File: src/rtl/video_capture.sv
// video_capture: deserialises a serial TTL video stream into byte writes for a
// frame buffer, framed by active-low hsync/vsync with optional porch skipping.
module video_capture #(
  parameter int unsigned H_ACTIVE = 512,
  parameter int unsigned V_ACTIVE = 342,
  parameter int unsigned H_SKIP   = 0,
  parameter int unsigned V_SKIP   = 0
) (
  input  logic        clk,
  input  logic        rst,
  input  logic        en,
  input  logic        pix_en,
  input  logic        vid,
  input  logic        n_hsync,
  input  logic        n_vsync,
  output logic [7:0]  wr_data,
  output logic [14:0] wr_addr,
  output logic        wr_en,
  output logic        frame_done,
  output logic        line_err,
  output logic        frame_err
);

  localparam int unsigned PIX_W  = $clog2(H_ACTIVE + 1);
  localparam int unsigned LINE_W = $clog2(V_ACTIVE + 1);
  localparam int unsigned HS_W   = $clog2(H_SKIP + 2);
  localparam int unsigned VS_W   = $clog2(V_SKIP + 2);

  localparam logic [PIX_W-1:0]  PIX_LAST   = PIX_W'(H_ACTIVE - 1);
  localparam logic [LINE_W-1:0] LINE_LAST  = LINE_W'(V_ACTIVE - 1);
  localparam logic [HS_W-1:0]   HSKIP_LAST = HS_W'((H_SKIP == 0) ? 0 : H_SKIP - 1);
  localparam logic [VS_W-1:0]   VSKIP_LAST = VS_W'(V_SKIP);
  localparam logic [14:0]       BPL        = 15'(H_ACTIVE / 8);

  typedef enum logic [2:0] {IDLE, VBLANK, HPORCH, ACTIVE, HWAIT} state_t;

  // With no horizontal skip the porch state is bypassed entirely.
  localparam state_t LINE_ENTRY = (H_SKIP == 0) ? ACTIVE : HPORCH;

  state_t state, state_next;

  logic              hs_q, vs_q;
  logic [VS_W-1:0]   skip_cnt;
  logic [HS_W-1:0]   hskip_cnt;
  logic [PIX_W-1:0]  pix_cnt;
  logic [LINE_W-1:0] line_cnt;
  logic [6:0]        byte_sr;
  logic [14:0]       line_base;
  logic [14:0]       addr_cnt;

  logic hs_edge, vs_edge, last_line;
  logic frame_start, frame_abort, skip_inc, line_start, hskip_inc;
  logic shift_en, byte_done, line_adv, line_abort;

  assign hs_edge   = hs_q & ~n_hsync;
  assign vs_edge   = vs_q & ~n_vsync;
  assign last_line = (line_cnt == LINE_LAST);

  always_comb begin
    state_next  = state;
    frame_start = 1'b0;
    frame_abort = 1'b0;
    skip_inc    = 1'b0;
    line_start  = 1'b0;
    hskip_inc   = 1'b0;
    shift_en    = 1'b0;
    byte_done   = 1'b0;
    line_adv    = 1'b0;
    line_abort  = 1'b0;

    if (state == IDLE) begin
      if (vs_edge && en) begin
        state_next  = VBLANK;
        frame_start = 1'b1;
      end
    end else if (vs_edge) begin
      // vsync outranks any hsync edge in the same cycle
      state_next  = VBLANK;
      frame_start = 1'b1;
      frame_abort = 1'b1;
    end else if ((state == HPORCH || state == ACTIVE) && hs_edge) begin
      // The aborting edge doubles as the start of the next line.
      line_abort = 1'b1;
      line_adv   = 1'b1;
      line_start = 1'b1;
      state_next = last_line ? IDLE : LINE_ENTRY;
    end else begin
      case (state)
        VBLANK: begin
          if (hs_edge) begin
            if (skip_cnt == VSKIP_LAST) begin
              line_start = 1'b1;
              state_next = LINE_ENTRY;
            end else begin
              skip_inc = 1'b1;
            end
          end
        end
        HPORCH: begin
          if (pix_en) begin
            if (hskip_cnt == HSKIP_LAST) state_next = ACTIVE;
            else                         hskip_inc  = 1'b1;
          end
        end
        ACTIVE: begin
          if (pix_en) begin
            shift_en  = 1'b1;
            byte_done = (pix_cnt[2:0] == 3'b111);
            if (pix_cnt == PIX_LAST) begin
              line_adv   = 1'b1;
              state_next = last_line ? IDLE : HWAIT;
            end
          end
        end
        HWAIT: begin
          if (hs_edge) begin
            line_start = 1'b1;
            state_next = LINE_ENTRY;
          end
        end
        default: ;
      endcase
    end
  end

  always_ff @(posedge clk) begin
    if (rst) begin
      state      <= IDLE;
      hs_q       <= 1'b1;
      vs_q       <= 1'b1;
      skip_cnt   <= '0;
      hskip_cnt  <= '0;
      pix_cnt    <= '0;
      line_cnt   <= '0;
      byte_sr    <= '0;
      line_base  <= '0;
      addr_cnt   <= '0;
      wr_data    <= '0;
      wr_addr    <= '0;
      wr_en      <= 1'b0;
      frame_done <= 1'b0;
      line_err   <= 1'b0;
      frame_err  <= 1'b0;
    end else begin
      state      <= state_next;
      hs_q       <= n_hsync;
      vs_q       <= n_vsync;
      wr_en      <= byte_done;
      frame_done <= line_adv & last_line;
      line_err   <= line_abort;
      frame_err  <= frame_abort;

      if (byte_done) begin
        wr_data <= {byte_sr, vid};
        wr_addr <= addr_cnt;
      end

      if (frame_start) begin
        skip_cnt  <= '0;
        hskip_cnt <= '0;
        pix_cnt   <= '0;
        line_cnt  <= '0;
        byte_sr   <= '0;
        line_base <= '0;
        addr_cnt  <= '0;
      end else begin
        if (skip_inc)  skip_cnt  <= skip_cnt + 1'b1;
        if (hskip_inc) hskip_cnt <= hskip_cnt + 1'b1;
        if (shift_en) begin
          byte_sr <= {byte_sr[5:0], vid};
          pix_cnt <= pix_cnt + 1'b1;
        end
        if (byte_done) addr_cnt <= addr_cnt + 1'b1;
        // Line advance re-bases the address so aborted lines never shift later lines.
        if (line_adv) begin
          line_cnt  <= line_cnt + 1'b1;
          line_base <= line_base + BPL;
          addr_cnt  <= line_base + BPL;
        end
        if (line_start) begin
          hskip_cnt <= '0;
          pix_cnt   <= '0;
          byte_sr   <= '0;
        end
      end
    end
  end

endmodule

File: config.mk
export PLATFORM = sky130hd
export DESIGN_NAME = video_capture
export DESIGN_NICKNAME = d
export VERILOG_FILES = /design/src/rtl/video_capture.sv
export SDC_FILE = /design/constraint.sdc
export NUM_CORES = 1
export LEC_CHECK = 0
export ABC_CLOCK_PERIOD_IN_PS = 5150
export CAP_MARGIN = 5
export CORE_ASPECT_RATIO = 1.2
export CORE_MARGIN = 5
export CORE_UTILIZATION = 41
export CTS_CLUSTER_DIAMETER = 150
export DETAILED_ROUTE_END_ITERATION = 8
export GPL_TIMING_DRIVEN = 0
export PLACE_DENSITY_LB_ADDON = 0.1
export SKIP_LAST_GASP = 1
export SLEW_MARGIN = 10
export SYNTH_ARGS = -nofsm -noshare
export SYNTH_HDL_FRONTEND = slang
export SYNTH_SLANG_ARGS = --single-unit
File: constraint.sdc
create_clock -name clk -period 5.15 [get_ports clk]
set_clock_uncertainty 0.15 [all_clocks]
set_input_delay 0.7725 -clock clk [delete_from_list [all_inputs] [get_ports clk]]
set_output_delay 0.7725 -clock clk [all_outputs]
set_load 0.005 [all_outputs]
[Word level (Yosys, flattened, before mapping)]
Cells that the tools add are included.
Word-level totals
  input port bits: 7
  output and inout bits: 27
  register bits: 90
Cells by class
  bitwise operators: 5
  multiplexer cells: 55
  add/subtract/negate cells: 6
  equal/unequal tests: 15
  reduce and logical (&&, ||, !) cells: 11
Operators by type and width (number)
  $mux W1: 38
  $mux W3: 12
  $mux W15: 2
  $add A15 B1 Y15 const B: 1
  $add A15 B7 Y15 const B: 1
  $ne A5 B4 Y1 const B: 3
  $ne A5 B5 Y1 const B: 3
  $pmux W3 S4: 1
  $add A10 B1 Y10 const B: 1
  $eq A10 B9 Y1 const B: 1
  $add A9 B1 Y9 const B: 1
  $eq A9 B9 Y1 const B: 1
  $reduce_and A9 Y1: 1
  $reduce_bool A7 Y1: 1
  $eq A3 B2 Y1 const B: 2
  $eq A3 B3 Y1 const B: 2
  $reduce_or A3 Y1: 2
  $ne A5 B3 Y1 const B: 1
  $reduce_or A2 Y1: 2
  $and A1 B1 Y1: 3
  $eq A3 B1 Y1 const B: 1
  $logic_not A3 Y1: 1
  $add A1 B1 Y1 const B: 2
  $logic_and A1 B1 Y1: 2
  6 further kinds: 7

[Logic depth before layout (Yosys ltp)]
  depth in word-level cells: 8
  gate-level depth with buffers: 8
  gate-level depth less buffers: 7

[Least setup slack after synthesis]
No wires, ideal clock.
  path kind: input to register
  start point: in n_hsync
  end point: reg state[2]
  slack: 2852 ps
  data required time: 4879 ps
  stages on the path: 6
  setup time: 121 ps
  arrival: 2027 ps
  path through: nand2b_1 -> clkbuf_1 -> o31a_1 -> o21ai_0 -> o211a_1 -> mux2_2
On the way
  longest elaborated chain between the ends: 6
Ends and longest elaborated chain
  start, declared: RTL line 14  | input logic n_hsync,
  $not A1 Y1 *: RTL line 55  | assign hs_edge = hs_q & ~n_hsync;
  $and A1 B1 Y1 *: RTL line 55
  branches (longest 4 deep; another with $reduce_and A9 Y1)
  end signal, assigned: RTL line 145  | state <= state_next;
  end, declared: RTL line 40  | state_t state, state_next;
Mark *: on every way between the ends.
A chain may end at the register's enable or synchronous reset.

[Final worst setup path]
  start point: in n_hsync
  end point: reg addr_cnt[8]
On the way
  longest elaborated chain between the ends: 7
Ends and longest elaborated chain
  $not A1 Y1 *: RTL line 55
  $and A1 B1 Y1 *: RTL line 55
  $logic_and A1 B1 Y1 *: RTL line 81  | end else if ((state == HPORCH || state == ACTIVE) && hs_edge) begin
  $mux W1: RTL line 81
  $mux W1: RTL line 76  | end else if (vs_edge) begin
  $mux W1: RTL line 71  | if (state == IDLE) begin
  $mux W15 / $reduce_bool A2 Y1 (equally long branches)
  end signal, assigned: RTL line 173  | if (byte_done) addr_cnt <= addr_cnt + 1'b1;
  end signal, assigned: RTL line 178  | addr_cnt <= line_base + BPL;
  end, declared: RTL line 49  | logic [14:0] addr_cnt;
Every way passes the cells marked *; elsewhere a longest branch is shown, timed or not.

==> flow_metrics.env <==
export IMPL_dp_cells=618
export IMPL_fp_dieW_um=97.86
export IMPL_initial_core_util=0.4204
export IMPL_syn_area_per_cell_um2=8.149
export IMPL_wl_mm=9.229
export IMPL_layout_nets=522
export IMPL_dieArea_um2=11290
export IMPL_critPathMostFrequentCell="clkbuf_1"
export IMPL_rows=38
export IMPL_cp_slowest_cell="clkdlybuf4s50_1"
export IMPL_power_density_nw_per_um2=304.2
export IMPL_worstPathArrival_ns=3.01
export IMPL_instances_no_fill=634
export IMPL_ys_types=46
export IMPL_yosysTopAreaCell="dfxtp_1"
export IMPL_diodes=0
export IMPL_ant_nets=0
export IMPL_ys_flop_type="dfxtp_1"
export IMPL_finalHoldViolations=0
export IMPL_cts_root_buffer="clkbuf_8"
export IMPL_hp_class="register to register"
export IMPL_area_growth_pct=19.34
export IMPL_yosysTopAreaCellShare=0.4428
export IMPL_fin_hold_ws_ns=0.3077
export IMPL_cp_max_fo=10
export IMPL_netlist_instances=466
export IMPL_viasPerCell=5.328
export IMPL_critical_path_max_stage_delay_ns=0.48
export IMPL_worstSetupEndpointType="register"
export IMPL_clock_sinks=84
export IMPL_ios=34
export IMPL_clock_latency_ns=0.36
export IMPL_finalCritPeriodShare=0.5604
export IMPL_worst_setup_path_type="input port to register"
export IMPL_synthArstFlopShare=0
export IMPL_vdd_ir_drop_max_mv=0.1399
export IMPL_grt_usage=0.1672
export IMPL_ys_top_cells_by_count="dfxtp_1, nand2_1, a21oi_1"
export IMPL_portBuffers=32
export IMPL_cts_resized_gates=0
export IMPL_cts_tree="built"
export IMPL_reg2reg_slack_ns=2.64
export IMPL_syn_area_um2=3797
export IMPL_crit_required_ns=5.28
export IMPL_gp_congestion=0.8401
export IMPL_holdBufCountCts=0
export IMPL_clk_pin_slew_ns=0.08
export IMPL_maxSlewHeadroom=0.4826
export IMPL_grt_overflow=0
export IMPL_grt_pass1_wl_mm=15.25
export IMPL_startpoint_type="input port"
export IMPL_dr_first_iter_drc_count=144
export IMPL_setup_violations=0
export IMPL_synthTopCellsByArea="dfxtp_1, nand2_1, a21oi_1, xor2_1, o31ai_1"
export IMPL_rsz0062_at_grt="no"
export IMPL_via_count=3378
export IMPL_dr_pass1_iters=4
export IMPL_ys_warn_count=0
export IMPL_core_um2=9034
export IMPL_numCtsBuffers=9
export IMPL_fill_cells=893
export IMPL_yosysSeqAreaShare=0.4428
export IMPL_synth_edf_count=0
export IMPL_dpl_hpwl_mm=6.612
export IMPL_max_freq_mhz=346.5
export IMPL_status="completed"
export IMPL_tns_ns=0
export IMPL_die_y_um=115.4
export IMPL_drive_above_1_share=0.06226
export IMPL_cts_max_level=3
export IMPL_leakagePower_uw=0.001471
export IMPL_maxSlewViolCount=0
export IMPL_post_cts_buffers=0
export IMPL_post_place_ws_ns=1.913
export IMPL_synth_ff_latch_count=84
export IMPL_timing_critical_path_cells="clkdlybuf4s50_1, nand2b_1, clkbuf_1, a2bb2oi_1, clkbuf_1, buf_2, o31ai_1, a31oi_1"
export IMPL_min_period_ns=2.886
export IMPL_cts_buffer_depth=2
export IMPL_grt_max_degree=15
export IMPL_setup_slack_ns=2.264
export IMPL_antenna_found_initial=0
export IMPL_grt_pass1_vias=3165
export IMPL_tightest_slew_ns=0.7744
export IMPL_drt_wirelength_per_cell_um=14.56
export IMPL_synth_nets=479
export IMPL_drv_cap=0
export IMPL_drc=0
[cells by family after synthesis]
kind of cell	synth area share
buffers and inverters	0.03723
XOR/XNOR	0.05074
multiplexers	0.005601
AO/OA/AOI/OAI	0.1657
flip-flops	0.4428
AND/OR/NAND/NOR	0.2781
adder cells (fa/ha/maj)	0.01977
[final timing paths]
path,startpoint,end,depth (start not counted)
min reg2reg,wr_addr[10],wr_addr[10],2
max reg2reg,pix_cnt[0],addr_cnt[8],8
max,n_hsync,addr_cnt[8],8
min,wr_addr[10],wr_addr[10],2
[state kept, by name, summed over array words and instances, names as in the netlist]
signal	count
hskip_cnt	1
state	3
vs_q	1
frame_err	1
pix_cnt	10
wr_data	8
addr_cnt	15
skip_cnt	1
line_base	9
frame_done	1
line_cnt	9
byte_sr	7
hs_q	1
wr_addr	15
wr_en	1
line_err	1
[per-stage QoR]
stage,power (uW),instance area [um2],utilization
3_3_place_gp,776.7,4268,0.4724
3_5_place_dp,776.7,4268,0.4724
5_1_grt,1429,4532,0.5017
4_1_cts,1391,4532,0.5017
2_1_floorplan,743.0,3797,-
6_report,1379,4532,0.5017
[area by class of cell]
class | instances | area, um2 | share of cell area
plain buffers | 29 | 118.9 | 0.02623
clock inverters | 6 | 136.4 | 0.03009
inverters | 6 | 22.52 | 0.004970
well taps | 120 | 150.1 | 0.03313
repair buffers | 32 | 320.3 | 0.07068
multi-input cells | 347 | 1974 | 0.4357
flip-flops and latches | 84 | 1682 | 0.3711
clock buffers | 10 | 127.6 | 0.02816
[metal layers]
metal / up-vias / wire (um) / global-route usage
met4: 0 / 180 / 0.07018
met1: 1554 / 4223 / 0.2040
met5: - / 0 / 0
li1: 1740 / - / -
met3: 16 / 395 / 0.03733
met2: 68 / 4428 / 0.2861
[placed cells by master (no fill, tap or decap), types with 2 or more instances in the layout]
cell,n
nand2b_1,5
bufinv_16,4
or4_1,10
nand3_1,13
a31oi_1,7
ha_1,6
nor4_1,3
nand2_1,84
xnor2_1,8
nor3b_1,2
a211oi_1,2
clkbuf_8,9
dfxtp_1,84
nor3_1,7
inv_1,5
nor2_1,28
and2_1,4
clkbuf_1,21
or2_2,4
and4_1,2
nand4_1,17
o31ai_1,15
clkdlybuf4s50_1,32
or3_1,12
a311oi_1,2
nor2b_1,3
nand4b_1,2
o21ai_0,19
o211ai_1,2
xor2_1,14
and3_1,8
a21oi_1,54
buf_2,8
[where the power goes]
part           switching (uW)  leakage (uW)  internal [uW]  total, uW
Sequential               3.98      0.000677            654        658
Clock                     245      0.000127            372        617
Combinational            72.0      0.000667           32.4        104
Total                     321       0.00147           1060       1380
[worst max-delay path: cells and delay by family]
kind,cells,cell delay [ns]
buffers and inverters,4,1.52
AOI/OAI and AO/OA,3,0.62
and+or+nand+nor,1,0.10
No activity file was read; power rests on OpenSTA's default activity.
